### config.mk
export PLATFORM = sky130hd
export DESIGN_NAME = rf_sequencer
export DESIGN_NICKNAME = d
export VERILOG_FILES = /design/src/rtl/rf_sequencer_pkg.sv /design/src/rtl/rf_seq_decode.sv /design/src/rtl/rf_sequencer.sv
export SDC_FILE = /design/constraint.sdc
export NUM_CORES = 1
export LEC_CHECK = 0
export CAP_MARGIN = 10
export CORE_ASPECT_RATIO = 1.75
export CORE_MARGIN = 4
export CORE_UTILIZATION = 45
export DETAILED_ROUTE_END_ITERATION = 12
export DONT_BUFFER_PORTS = 1
export SLEW_MARGIN = 10
export SYNTH_ARGS = -nofsm -noshare
export SYNTH_HDL_FRONTEND = slang
export SYNTH_HIERARCHICAL = 1
export SYNTH_SLANG_ARGS = --single-unit
export TNS_END_PERCENT = 100
### constraint.sdc
create_clock -name clk -period 4.7 [get_ports clk]
set_input_delay 0.235 -clock clk [delete_from_list [all_inputs] [get_ports clk]]
set_output_delay 0.235 -clock clk [all_outputs]
set_load 0.01 [all_outputs]
### src/rtl/rf_sequencer_pkg.sv
// Shared encodings for the register-file sequencer: opcodes, ALU ops, FSM states
// and the bit layout of the 32-bit instruction word.
package rf_sequencer_pkg;

    localparam int DATA_W_DEF = 8;
    localparam int ADDR_W_DEF = 3;

    localparam logic [7:0] OP_LOADI = 8'd0;
    localparam logic [7:0] OP_MOV   = 8'd1;
    localparam logic [7:0] OP_ADD   = 8'd2;
    localparam logic [7:0] OP_SUB   = 8'd3;
    localparam logic [7:0] OP_AND   = 8'd4;
    localparam logic [7:0] OP_OR    = 8'd5;

    localparam logic [2:0] ALU_FWD = 3'd0;
    localparam logic [2:0] ALU_ADD = 3'd1;
    localparam logic [2:0] ALU_AND = 3'd2;
    localparam logic [2:0] ALU_OR  = 3'd3;
    localparam logic [2:0] ALU_SUB = 3'd4;

    localparam int OPC_LSB  = 24;
    localparam int DEST_LSB = 16;
    localparam int SRC1_LSB = 8;
    localparam int SRC2_LSB = 0;

    typedef enum logic [2:0] {
        ST_IDLE  = 3'd0,
        ST_READ  = 3'd1,
        ST_EXEC  = 3'd2,
        ST_WRITE = 3'd3,
        ST_ERR   = 3'd4
    } state_e;

    // Field order matches the bit positions above, so a plain cast unpacks a word.
    typedef struct packed {
        logic [7:0] opcode;
        logic [7:0] dest;
        logic [7:0] src1;
        logic [7:0] src2;
    } instr_t;

endpackage

### src/rtl/rf_seq_decode.sv
// Combinational instruction decode: legality, ALU op selection and whether the
// instruction needs a register-file read.
module rf_seq_decode
    import rf_sequencer_pkg::*;
#(
    parameter int ADDR_W = ADDR_W_DEF
) (
    input  logic [7:0] opcode,
    input  logic [7:0] dest,
    input  logic [7:0] src1,
    input  logic [7:0] src2,
    output logic       legal,
    output logic       needs_read,
    output logic [2:0] alu_op
);

    // A register field is usable only when no bit above the address width is set.
    function automatic logic reg_ok(input logic [7:0] f);
        return (f >> ADDR_W) == 8'd0;
    endfunction

    logic regs_ok;
    assign regs_ok = reg_ok(dest) && reg_ok(src1) && reg_ok(src2);

    always_comb begin
        // NOTE: every output gets a default before the case so no path leaves one unassigned (no latch).
        legal      = 1'b0;
        needs_read = 1'b0;
        alu_op     = ALU_FWD;
        case (opcode)
            OP_LOADI: legal = reg_ok(dest);
            OP_MOV: begin
                legal      = regs_ok;
                needs_read = 1'b1;
                alu_op     = ALU_FWD;
            end
            OP_ADD: begin
                legal      = regs_ok;
                needs_read = 1'b1;
                alu_op     = ALU_ADD;
            end
            OP_SUB: begin
                legal      = regs_ok;
                needs_read = 1'b1;
                alu_op     = ALU_SUB;
            end
            OP_AND: begin
                legal      = regs_ok;
                needs_read = 1'b1;
                alu_op     = ALU_AND;
            end
            OP_OR: begin
                legal      = regs_ok;
                needs_read = 1'b1;
                alu_op     = ALU_OR;
            end
            default: ;
        endcase
    end

endmodule

### src/rtl/rf_sequencer.sv
// Multi-cycle sequencer driving an 8x8 register file and a combinational ALU,
// one instruction at a time: IDLE -> READ -> EXEC -> WRITE (loadi skips to WRITE).
module rf_sequencer
    import rf_sequencer_pkg::*;
#(
    parameter int DATA_W = DATA_W_DEF,
    parameter int ADDR_W = ADDR_W_DEF,
    parameter int CNT_W  = 16
) (
    input  logic              clk,
    input  logic              reset_n,
    input  logic              instr_valid,
    input  logic [31:0]       instr,
    output logic              instr_ready,
    output logic [ADDR_W-1:0] rf_out1addr,
    output logic [ADDR_W-1:0] rf_out2addr,
    input  logic [DATA_W-1:0] rf_out1,
    input  logic [DATA_W-1:0] rf_out2,
    output logic [ADDR_W-1:0] rf_inaddr,
    output logic [DATA_W-1:0] rf_in,
    output logic              rf_we,
    output logic [DATA_W-1:0] alu_a,
    output logic [DATA_W-1:0] alu_b,
    output logic [2:0]        alu_op,
    input  logic [DATA_W-1:0] alu_result,
    output logic              done,
    output logic              illegal,
    output logic [CNT_W-1:0]  retired
);

    instr_t fields;
    assign fields = instr_t'(instr);

    logic       dec_legal;
    logic       dec_needs_read;
    logic [2:0] dec_alu_op;

    rf_seq_decode #(.ADDR_W(ADDR_W)) u_decode (
        .opcode     (fields.opcode),
        .dest       (fields.dest),
        .src1       (fields.src1),
        .src2       (fields.src2),
        .legal      (dec_legal),
        .needs_read (dec_needs_read),
        .alu_op     (dec_alu_op)
    );

    state_e            state_q,       state_d;
    logic [ADDR_W-1:0] rf_out1addr_q, rf_out1addr_d;
    logic [ADDR_W-1:0] rf_out2addr_q, rf_out2addr_d;
    logic [ADDR_W-1:0] rf_inaddr_q,   rf_inaddr_d;
    logic [DATA_W-1:0] result_q,      result_d;
    logic              rf_we_q,       rf_we_d;
    logic              done_q,        done_d;
    logic              illegal_q,     illegal_d;
    logic [2:0]        alu_op_q,      alu_op_d;
    logic [CNT_W-1:0]  retired_q,     retired_d;

    always_comb begin
        state_d       = state_q;
        rf_out1addr_d = rf_out1addr_q;
        rf_out2addr_d = rf_out2addr_q;
        rf_inaddr_d   = rf_inaddr_q;
        result_d      = result_q;
        alu_op_d      = alu_op_q;
        retired_d     = retired_q;
        rf_we_d       = 1'b0;
        done_d        = 1'b0;
        illegal_d     = 1'b0;
        case (state_q)
            ST_IDLE: begin
                if (instr_valid) begin
                    if (!dec_legal) begin
                        state_d   = ST_ERR;
                        illegal_d = 1'b1;
                    end else begin
                        rf_inaddr_d = fields.dest[ADDR_W-1:0];
                        alu_op_d    = dec_alu_op;
                        if (dec_needs_read) begin
                            state_d       = ST_READ;
                            rf_out1addr_d = fields.src1[ADDR_W-1:0];
                            rf_out2addr_d = fields.src2[ADDR_W-1:0];
                        end else begin
                            state_d   = ST_WRITE;
                            result_d  = DATA_W'(fields.src2);
                            rf_we_d   = 1'b1;
                            done_d    = 1'b1;
                            retired_d = retired_q + CNT_W'(1);
                        end
                    end
                end
            end
            ST_READ: state_d = ST_EXEC;
            ST_EXEC: begin
                state_d   = ST_WRITE;
                result_d  = alu_result;
                rf_we_d   = 1'b1;
                done_d    = 1'b1;
                retired_d = retired_q + CNT_W'(1);
            end
            ST_WRITE: state_d = ST_IDLE;
            ST_ERR:   state_d = ST_IDLE;
            default:  state_d = ST_IDLE;
        endcase
    end

    always_ff @(posedge clk or negedge reset_n) begin
        if (!reset_n) begin
            state_q       <= ST_IDLE;
            rf_out1addr_q <= '0;
            rf_out2addr_q <= '0;
            rf_inaddr_q   <= '0;
            result_q      <= '0;
            rf_we_q       <= 1'b0;
            done_q        <= 1'b0;
            illegal_q     <= 1'b0;
            alu_op_q      <= ALU_FWD;
            retired_q     <= '0;
        end else begin
            // NOTE: non-blocking assignments so every flop samples the pre-edge values.
            state_q       <= state_d;
            rf_out1addr_q <= rf_out1addr_d;
            rf_out2addr_q <= rf_out2addr_d;
            rf_inaddr_q   <= rf_inaddr_d;
            result_q      <= result_d;
            rf_we_q       <= rf_we_d;
            done_q        <= done_d;
            illegal_q     <= illegal_d;
            alu_op_q      <= alu_op_d;
            retired_q     <= retired_d;
        end
    end

    assign instr_ready = (state_q == ST_IDLE);
    assign rf_out1addr = rf_out1addr_q;
    assign rf_out2addr = rf_out2addr_q;
    assign rf_inaddr   = rf_inaddr_q;
    assign rf_in       = result_q;
    assign rf_we       = rf_we_q;
    assign done        = done_q;
    assign illegal     = illegal_q;
    assign alu_op      = alu_op_q;
    assign retired     = retired_q;

    // Read data only arrives at the start of EXEC, so operands are gated straight through.
    assign alu_a = (state_q == ST_EXEC) ? rf_out1 : '0;
    assign alu_b = (state_q == ST_EXEC) ? rf_out2 : '0;

endmodule

==> results of run 1 <==
synthesized netlist by cell type, types with 3 or more instances:
cell type and n:
mux2i_1 8, nor3_1 11, nand2_1 19, clkbuf_1 3
a211oi_1 3, nor4_1 4, mux2_2 6, mux2_4 6
nand4_1 4, o21ai_0 8, dfrtp_1 41, xor2_1 10
and3b_2 3, nand3_1 3, xnor2_1 5, and3_1 19
cells by family after synthesis:
| logic type | after synthesis | synth area share |
|---|---|---|
| and+or+nand+nor | 77 | 0.237 |
| DFF | 41 | 0.501 |
| muxes | 20 | 0.116 |
| AOI/OAI and AO/OA | 16 | 0.0489 |
| xor gates and xnor gates | 15 | 0.0642 |
| buffers and inverters | 10 | 0.0269 |
| adders and majority gates | 1 | 0.00611 |
stage by stage:
step,total power [mW],instance area [um2]
3_3_place_gp,0.531,2060
2_1_floorplan,0.516,2050
5_1_grt,0.818,2180
4_1_cts,0.784,2180
3_5_place_dp,0.537,2060
6_report,0.770,2180
area by class of cell:
cell class              count  share of cell area
flip-flops and latches     41               0.470
multi-input cells         129               0.442
clock buffers               6              0.0378
well taps                  51              0.0292
repair buffers              2              0.0138
clock inverters             1             0.00344
inverters                   2             0.00344
flip-flops by register name (all words and copies together), names as in the netlist:
| signal | flops |
|---|---|
| illegal | 1 |
| retired | 16 |
| rf_in | 8 |
| done | 1 |
| rf_inaddr | 3 |
| state_q | 3 |
| alu_op | 3 |
| rf_out1addr | 3 |
| rf_out2addr | 3 |
per-layer routing:
metal | global-route usage | wire, um | vias up
li1 | - | - | 643
met1 | 0.185 | 1600 | 652
met2 | 0.281 | 2470 | 68
met3 | 0.0652 | 456 | 6
met4 | 0.0541 | 63 | 0
met5 | 0 | 0 | -
power by group through the flow:
stage / clock network [mW] / registers [mW] / logic (mW)
3_3_place_gp: 0 / 0.437 / 0.0944
3_5_place_dp: 0 / 0.438 / 0.0983
2_1_floorplan: 0 / 0.422 / 0.0948
5_1_grt: 0.260 / 0.438 / 0.121
4_1_cts: 0.245 / 0.432 / 0.108
6_report: 0.234 / 0.431 / 0.105
worst min path at each step:
stage / cells past startpoint / startpoint / slack [ps] / to
floorplan: 0 / reset_n / -60 / alu_op[0]$_DFFE_PN0P_
global placement: 0 / reset_n / -60 / retired[12]$_DFFE_PN0P_
detailed placement: 0 / reset_n / -60 / retired[12]$_DFFE_PN0P_
CTS: 1 / instr[8] / 80 / rf_out1addr[0]$_DFFE_PN0P_
global route: 1 / instr[8] / 70 / rf_out1addr[0]$_DFFE_PN0P_
finish: 1 / instr[8] / 90 / rf_out1addr[0]$_DFFE_PN0P_
==> impl_metrics.tcl, run 1 <==
set metrics [dict create \
    status "finished clean" \
    period_minus_slack_ps 2480 \
    tritoncts "done" \
    finalWirelength_mm 4.59 \
    finalHoldViolations 0 \
    worstSkewPairLatency_ps 290 \
    syn_nets 240 \
    dp_cells 223 \
    gr-total-overflow 0 \
    worstPathMaxFanout 22 \
    synthesis.area_um2 2050 \
    rsz0062_at_grt "false" \
    die_w_um 59.0 \
    fin_ws_ps 2220 \
    coreArea_um2 4400 \
    rr_endpoint "retired[3]$_DFFE_PN0P_" \
    multiInputGateArea_um2 966 \
    power.internal_mw 0.536 \
    fillers 424 \
    final_common_cell "dfrtp_1" \
    clkPwrFrac 0.303 \
    num_vias 1369 \
    final_core_util 0.496 \
    first_iter_violations 51 \
    layout.nets 241 \
    die_y_um 97.2 \
    synth_top_cells_by_area "dfrtp_1, and3_1, mux2_4" \
    path_clk_slew_ps 80 \
    drt-wirelength-per-cell_um 19.8 \
    switching_power_mw 0.234 \
    cp-endpoint "retired[3]$_DFFE_PN0P_" \
    setup.worst_path.start "instr[27]" \
    path_cells "nor3_1, nand2_1, a211oi_1, and3b_2, o21ai_2, inv_1, nand4_1, xnor2_1" \
    grt_max_degree 42 \
    hold_class "input pin to flip-flop" \
    drv_cap 0 \
    grt_usage 0.166 \
    postCtsSetupBuffers 0 \
    swShare 0.304 \
    yosys_warnings 6 \
    cp-end-kind "flip-flop" \
    r2r_cells 4 \
    drtPass1Iterations 4 \
    grt_pass1_wl_mm 7.47 \
    finalCritPeriodShare 0.527 \
    antenna_found_initial 0 \
    n_antenna_cell 0 \
    cp.depth 8 \
    arrival_ps 2690 \
    rr_startpoint "state_q[1]$_DFFE_PN0P_" \
    r2r_setup_slack_ps 2670 \
    htreeDepth 2 \
    rows 32 \
    power-per-cell-area_nw_per_um2 353 \
    slew_headroom 0.451 \
    synth_top_cell_by_area "dfrtp_1" \
    cts_buffers 5 \
    ys.flop_type "dfrtp_1" \
    synth_edf_count 0 \
    port_buffers 0 \
    start_util 0.465 \
    synth.distinct_cells 38 \
    crit_family "compound AO/OA/AOI/OAI gates" \
    drc 0 \
    critical_path_required_ps 4910 \
    syn_area_per_cell_um2 11.4 \
    ys_ff_latch 41 \
    async_flop_share 1.00 \
    yosysSeqAreaShare 0.501 \
    cts-hold-fix-buffers 2 \
    viasPerCell 5.90 \
    sequentialPowerShare 0.560 \
    cts.sinks 41 \
    p_leak_nw 1.06 \
    crit_path_top_delay_cell "o21ai_2" \
    slowest_delay_ps 650 \
    pwr-share-comb 0.137 \
    dp_slack_ps 1900 \
    critPathBufInv 1 \
    root_buffer "clkbuf_8" \
    syn2layout_area_growth_pct 6.66 \
    setup_viol 0 \
    drive_above_1_share 0.182 \
    hold_slack_ps 94.3 \
    final_cell_mix "dfrtp_1, and3_1, nand2_1" \
    place_congestion 0.795 \
    setup-tns-final_ps 0 \
    skew_ps 6.91 \
    finalMaxSlewViolations 0 \
    max_freq_ghz 0.403 \
    startpoint_type "input pin" \
    grt_pass1_vias 1527 \
    synth_top_cell_area_share 0.501 \
    fin_cells 232 \
    worstMarginPinSlew_ps 823 \
    critical_path_class "input pin to flip-flop" \
    ctsResizeCount 0 \
    pin_count 115 \
    clockBufferDepth 2 \
    ir_drop_uv 194 \
    dp_hpwl_mm 3.54 \
    synthCells 180 \
    drtAntennaViolNets 0 \
    die_area_um2 5730 \
    seq_area_um2 1030 \
]
No activity file was read; power rests on OpenSTA's default activity.
==> run 2, diff against run 1 <==
- clock period: 4.7 -> 2.43 ns (I/O delays scaled with it)
==> impl_metrics.tcl, run 2 (synthesis results as in run 1) <==
set metrics [dict create \
    status "finished clean" \
    viasPerCell 5.80 \
    rows 32 \
    slew_headroom 0.661 \
    finalMaxSlewViolations 0 \
    port_buffers 0 \
    final_common_cell "dfrtp_1" \
    root_buffer "clkbuf_8" \
    grt_pass1_vias 1630 \
    drv_cap 0 \
    period_minus_slack_ps 1880 \
    power_mw 1.63 \
    clockBufferDepth 2 \
    dp_hpwl_mm 3.75 \
    path_clk_slew_ps 80 \
    worstSkewPairLatency_ps 290 \
    skew_ps 5.03 \
    finalWirelength_mm 4.97 \
    largest_register_ffs 16 \
    p_leak_nw 1.13 \
    coreArea_um2 4400 \
    max_freq_ghz 0.532 \
    hold_class "input pin to flip-flop" \
    slowest_delay_ps 510 \
    power-per-cell-area_nw_per_um2 701 \
    htreeDepth 2 \
    drt-wirelength-per-cell_um 20.2 \
    cts.sinks 41 \
    cp-end-kind "flip-flop" \
    postCtsSetupBuffers 0 \
    final_cell_mix "dfrtp_1, and3_1, nand2_1" \
    path_cells "nor3_4, and3_1, nand2_8, mux2_4" \
    rsz0062_at_grt "false" \
    fillers 396 \
    arrival_ps 2050 \
    drtAntennaViolNets 0 \
    ir_drop_uv 526 \
    drc 0 \
    die_w_um 59.0 \
    layout.nets 254 \
    syn2layout_area_growth_pct 13.8 \
    r2r_setup_slack_ps 550 \
    setup-tns-final_ps 0 \
    cts_buffers 5 \
    startpoint_type "flip-flop" \
    finalHoldViolations 0 \
    first_iter_violations 26 \
    worstPathMaxFanout 7 \
    pin_count 115 \
    start_util 0.465 \
    grt_usage 0.174 \
    final_cell_area_um2 2330 \
    die_y_um 97.2 \
    num_vias 1428 \
    critical_path_class "flip-flop to flip-flop" \
    dpl_cell_area_um2 2090 \
    critical_path_required_ps 2600 \
    crit_path_top_delay_cell "and3_1" \
    ctsResizeCount 0 \
    drtPass1Iterations 4 \
    antenna_found_initial 0 \
    setup_viol 0 \
    grt_pass1_wl_mm 7.80 \
    tritoncts "done" \
    gr-total-overflow 0 \
    finalCritPeriodShare 0.773 \
    n_antenna_cell 0 \
    grt_max_degree 42 \
    worstMarginPinSlew_ps 509 \
    place_congestion 0.775 \
    die_area_um2 5730 \
    drive_above_1_share 0.190 \
]
## run 2: cell count changes in the layout (fill, tap and decap cells not counted), sizes merged
cell,change
dlygate4sd3,+9
clkinvlp,-1
clkbuf,+1
bufinv,+1
buf,+4
## run 2: final timing paths
path	startpoint	to	depth (start not counted)
worst max-delay path	state_q[0]$_DFFE_PN0P_	rf_out2addr[0]$_DFFE_PN0P_	4
worst min-delay path	instr_valid	state_q[2]$_DFFE_PN0P_	1
worst max register to register	state_q[0]$_DFFE_PN0P_	rf_out2addr[0]$_DFFE_PN0P_	4
worst min register to register	retired[15]$_DFFE_PN0P_	retired[15]$_DFFE_PN0P_	1
max in group asynchronous	reset_n	rf_in[4]$_DFFE_PN0P_	2
min in group asynchronous	reset_n	retired[0]$_DFFE_PN0P_	2
## run 2: per-stage QoR
step / hold slack, ps / util / std cells / setup slack [ps]
after floorplan: -174 / - / 180 / 487
after global placement: -173 / 0.475 / 227 / 455
after detailed placement: -173 / 0.475 / 227 / 374
after CTS: 4.34 / 0.529 / 246 / 536
after global routing: 8.15 / 0.529 / 246 / 441
final: 16.5 / 0.529 / 246 / 551
## run 2: repair_timing
action,CTS,global route
hold buffers,11,0
endpoints found under the hold margin,50,0
setup endpoints to repair,0,0
## run 2: area by class of cell
class                      instances  area (um2)  share of cell area
clock buffer                       7        86.3              0.0371
clock inverter                     1        30.0              0.0129
inverter                           2        7.51             0.00322
multi-input combinational        129         966               0.415
sequential                        41        1030               0.440
tap                               51        63.8              0.0274
timing repair buffer              15         150              0.0644
## run 2: power breakdown
| part | leakage, nW | internal [mW] | switching [mW] |
|---|---|---|---|
| combinational | 0.510 | 0.0994 | 0.151 |
| sequential | 0.566 | 0.734 | 0.0849 |
| clock | 0.0585 | 0.335 | 0.229 |
| total | 1.13 | 1.17 | 0.465 |
## run 2: worst max-delay path: cells and delay by family, from the launching register on
kind	cells	cell delay, ps
mux	1	320
flops	1	470
simple gates	3	970
## run 2: routing by layer
metal | share of wire | up-vias | global-route usage
li1 | - | 666 | -
met4 | 0.017 | 0 | 0.0541
met2 | 0.56 | 75 | 0.320
met1 | 0.34 | 679 | 0.180
met3 | 0.086 | 8 | 0.0505
met5 | 0 | - | 0
==> run 3, diff against run 2 <==
- clock period: 2.43 -> 1.79 ns (I/O delays scaled with it)
==> impl_metrics.tcl, run 3 (synthesis results as in run 1) <==
set metrics [dict create \
    critical_path_class "flip-flop to flip-flop" \
    drive_above_1_share 0.221 \
    start_util 0.465 \
    pin_count 115 \
    critical_path_required_ps 1970 \
    postCtsSetupBuffers 0 \
    finalCritPeriodShare 0.865 \
    power-per-cell-area_nw_per_um2 888 \
    swShare 0.299 \
    worstSkewPairLatency_ps 290 \
    worstMarginPinSlew_ps 341 \
    startpoint_type "flip-flop" \
    layout.nets 267 \
    first_iter_violations 45 \
    setup.worst_path.start "state_q[0]$_DFFE_PN0P_" \
    arrival_ps 1730 \
    path_clk_slew_ps 90 \
    drtAntennaViolNets 0 \
    path_cells "nor3_4, and3_1, buf_12, nand2_8, mux2_4" \
    worstPathMaxFanout 7 \
    grt_max_degree 42 \
    root_buffer "clkbuf_8" \
    htreeDepth 2 \
    power_mw 2.17 \
    sequentialPowerShare 0.510 \
    cp-end-kind "flip-flop" \
    rows 32 \
    n_antenna_cell 0 \
    die_w_um 59.0 \
    fillers 382 \
    antenna_found_initial 0 \
    crit_path_top_delay_cell "dfrtp_1" \
    dp_slack_ps -109 \
    grt_usage 0.174 \
    skew_ps 13.4 \
    clkPwrFrac 0.316 \
    fin_ws_ps 242 \
    drt-wirelength-per-cell_um 19.1 \
    max_freq_ghz 0.646 \
    dp_hpwl_mm 3.72 \
    port_buffers 0 \
    finalHoldViolations 0 \
    ir_drop_uv 589 \
    rr_startpoint "state_q[0]$_DFFE_PN0P_" \
    multiInputGateArea_um2 971 \
    drv_cap 0 \
    slew_headroom 0.772 \
    setup_viol 0 \
    finalWirelength_mm 4.94 \
    drc 0 \
    gr-total-overflow 0 \
    holdCritStartpoint "alu_result[1]" \
    clockBufferDepth 2 \
    die_y_um 97.2 \
    drtPass1Iterations 4 \
    viasPerCell 5.75 \
    rsz0062_at_grt "false" \
    syn2layout_area_growth_pct 19.6 \
    grt_pass1_vias 1617 \
    cts_buffers 5 \
    grt_pass1_wl_mm 7.81 \
    status "finished clean" \
    power.internal_mw 1.52 \
    slowest_delay_ps 470 \
    final_core_util 0.556 \
    num_vias 1489 \
    coreArea_um2 4400 \
    seq_area_um2 1030 \
    die_area_um2 5730 \
    cts.sinks 41 \
    final_cell_mix "dfrtp_1, and3_1, nand2_1" \
    tritoncts "done" \
    place_congestion 0.815 \
    hold_class "input pin to flip-flop" \
    period_minus_slack_ps 1550 \
    pwr-share-comb 0.174 \
    p_leak_nw 1.20 \
    largest_register_ffs 16 \
    finalMaxSlewViolations 0 \
    switching_power_mw 0.650 \
    final_common_cell "dfrtp_1" \
]
-- run 3: worst max-delay path, delay by kind of cell, from the launching register on --
| kind | cells | cell delay (ps) |
|---|---|---|
| flops | 1 | 470 |
| mux | 1 | 300 |
| simple gates | 3 | 530 |
| buf+inv | 1 | 140 |
-- run 3: cell type report --
| cell class | count | share of cell area |
|---|---|---|
| repair buffers | 28 | 0.112 |
| multi-input cells | 129 | 0.397 |
| inverters | 2 | 0.00307 |
| clock buffers | 7 | 0.0393 |
| well taps | 51 | 0.0261 |
| flip-flops and latches | 41 | 0.419 |
| clock inverters | 1 | 0.00358 |
-- run 3: repair_timing --
action                                 4_1_cts  5_1_grt
gates resized for setup                      0        0
hold buffers                                17        0
endpoints found under the hold margin       57        0
-- run 3: metal layers --
| metal | wire, um | global-route usage | vias to the layer above |
|---|---|---|---|
| met4 | 65 | 0.0558 | 0 |
| met3 | 422 | 0.0559 | 5 |
| met1 | 1720 | 0.180 | 728 |
| met5 | 0 | 0 | - |
| li1 | - | - | 695 |
| met2 | 2740 | 0.314 | 61 |
-- run 3: power groups by stage --
stage | clock network [mW] | logic, mW | registers (mW)
finish | 0.688 | 0.378 | 1.11
global placement | 0 | 0.322 | 1.13
global route | 0.734 | 0.419 | 1.12
floorplan | 0 | 0.249 | 1.11
CTS | 0.706 | 0.382 | 1.11
detailed placement | 0 | 0.329 | 1.13
-- run 3: path summary, 6_finish.rpt --
kind,to,slack [ps],cells after the start
max in group asynchronous,retired[10]$_DFFE_PN0P_,1320,2
hold / removal,rf_in[1]$_DFFE_PN0P_,10,2
hold reg to reg,retired[15]$_DFFE_PN0P_,540,1
setup / recovery,rf_out2addr[2]$_DFFE_PN0P_,240,5
setup reg to reg,rf_out2addr[2]$_DFFE_PN0P_,240,5
min in group asynchronous,retired[13]$_DFFE_PN0P_,270,2
-- run 3: through the flow --
step                hold slack, ps  instance area [um2]  setup TNS, ps  cells
floorplan                     -206                 2050              0    180
global placement              -204                 2160           -409    234
detailed placement            -205                 2160          -1160    234
CTS                          0.323                 2450              0    259
global route                  26.2                 2450              0    259
finish                        11.7                 2450              0    259
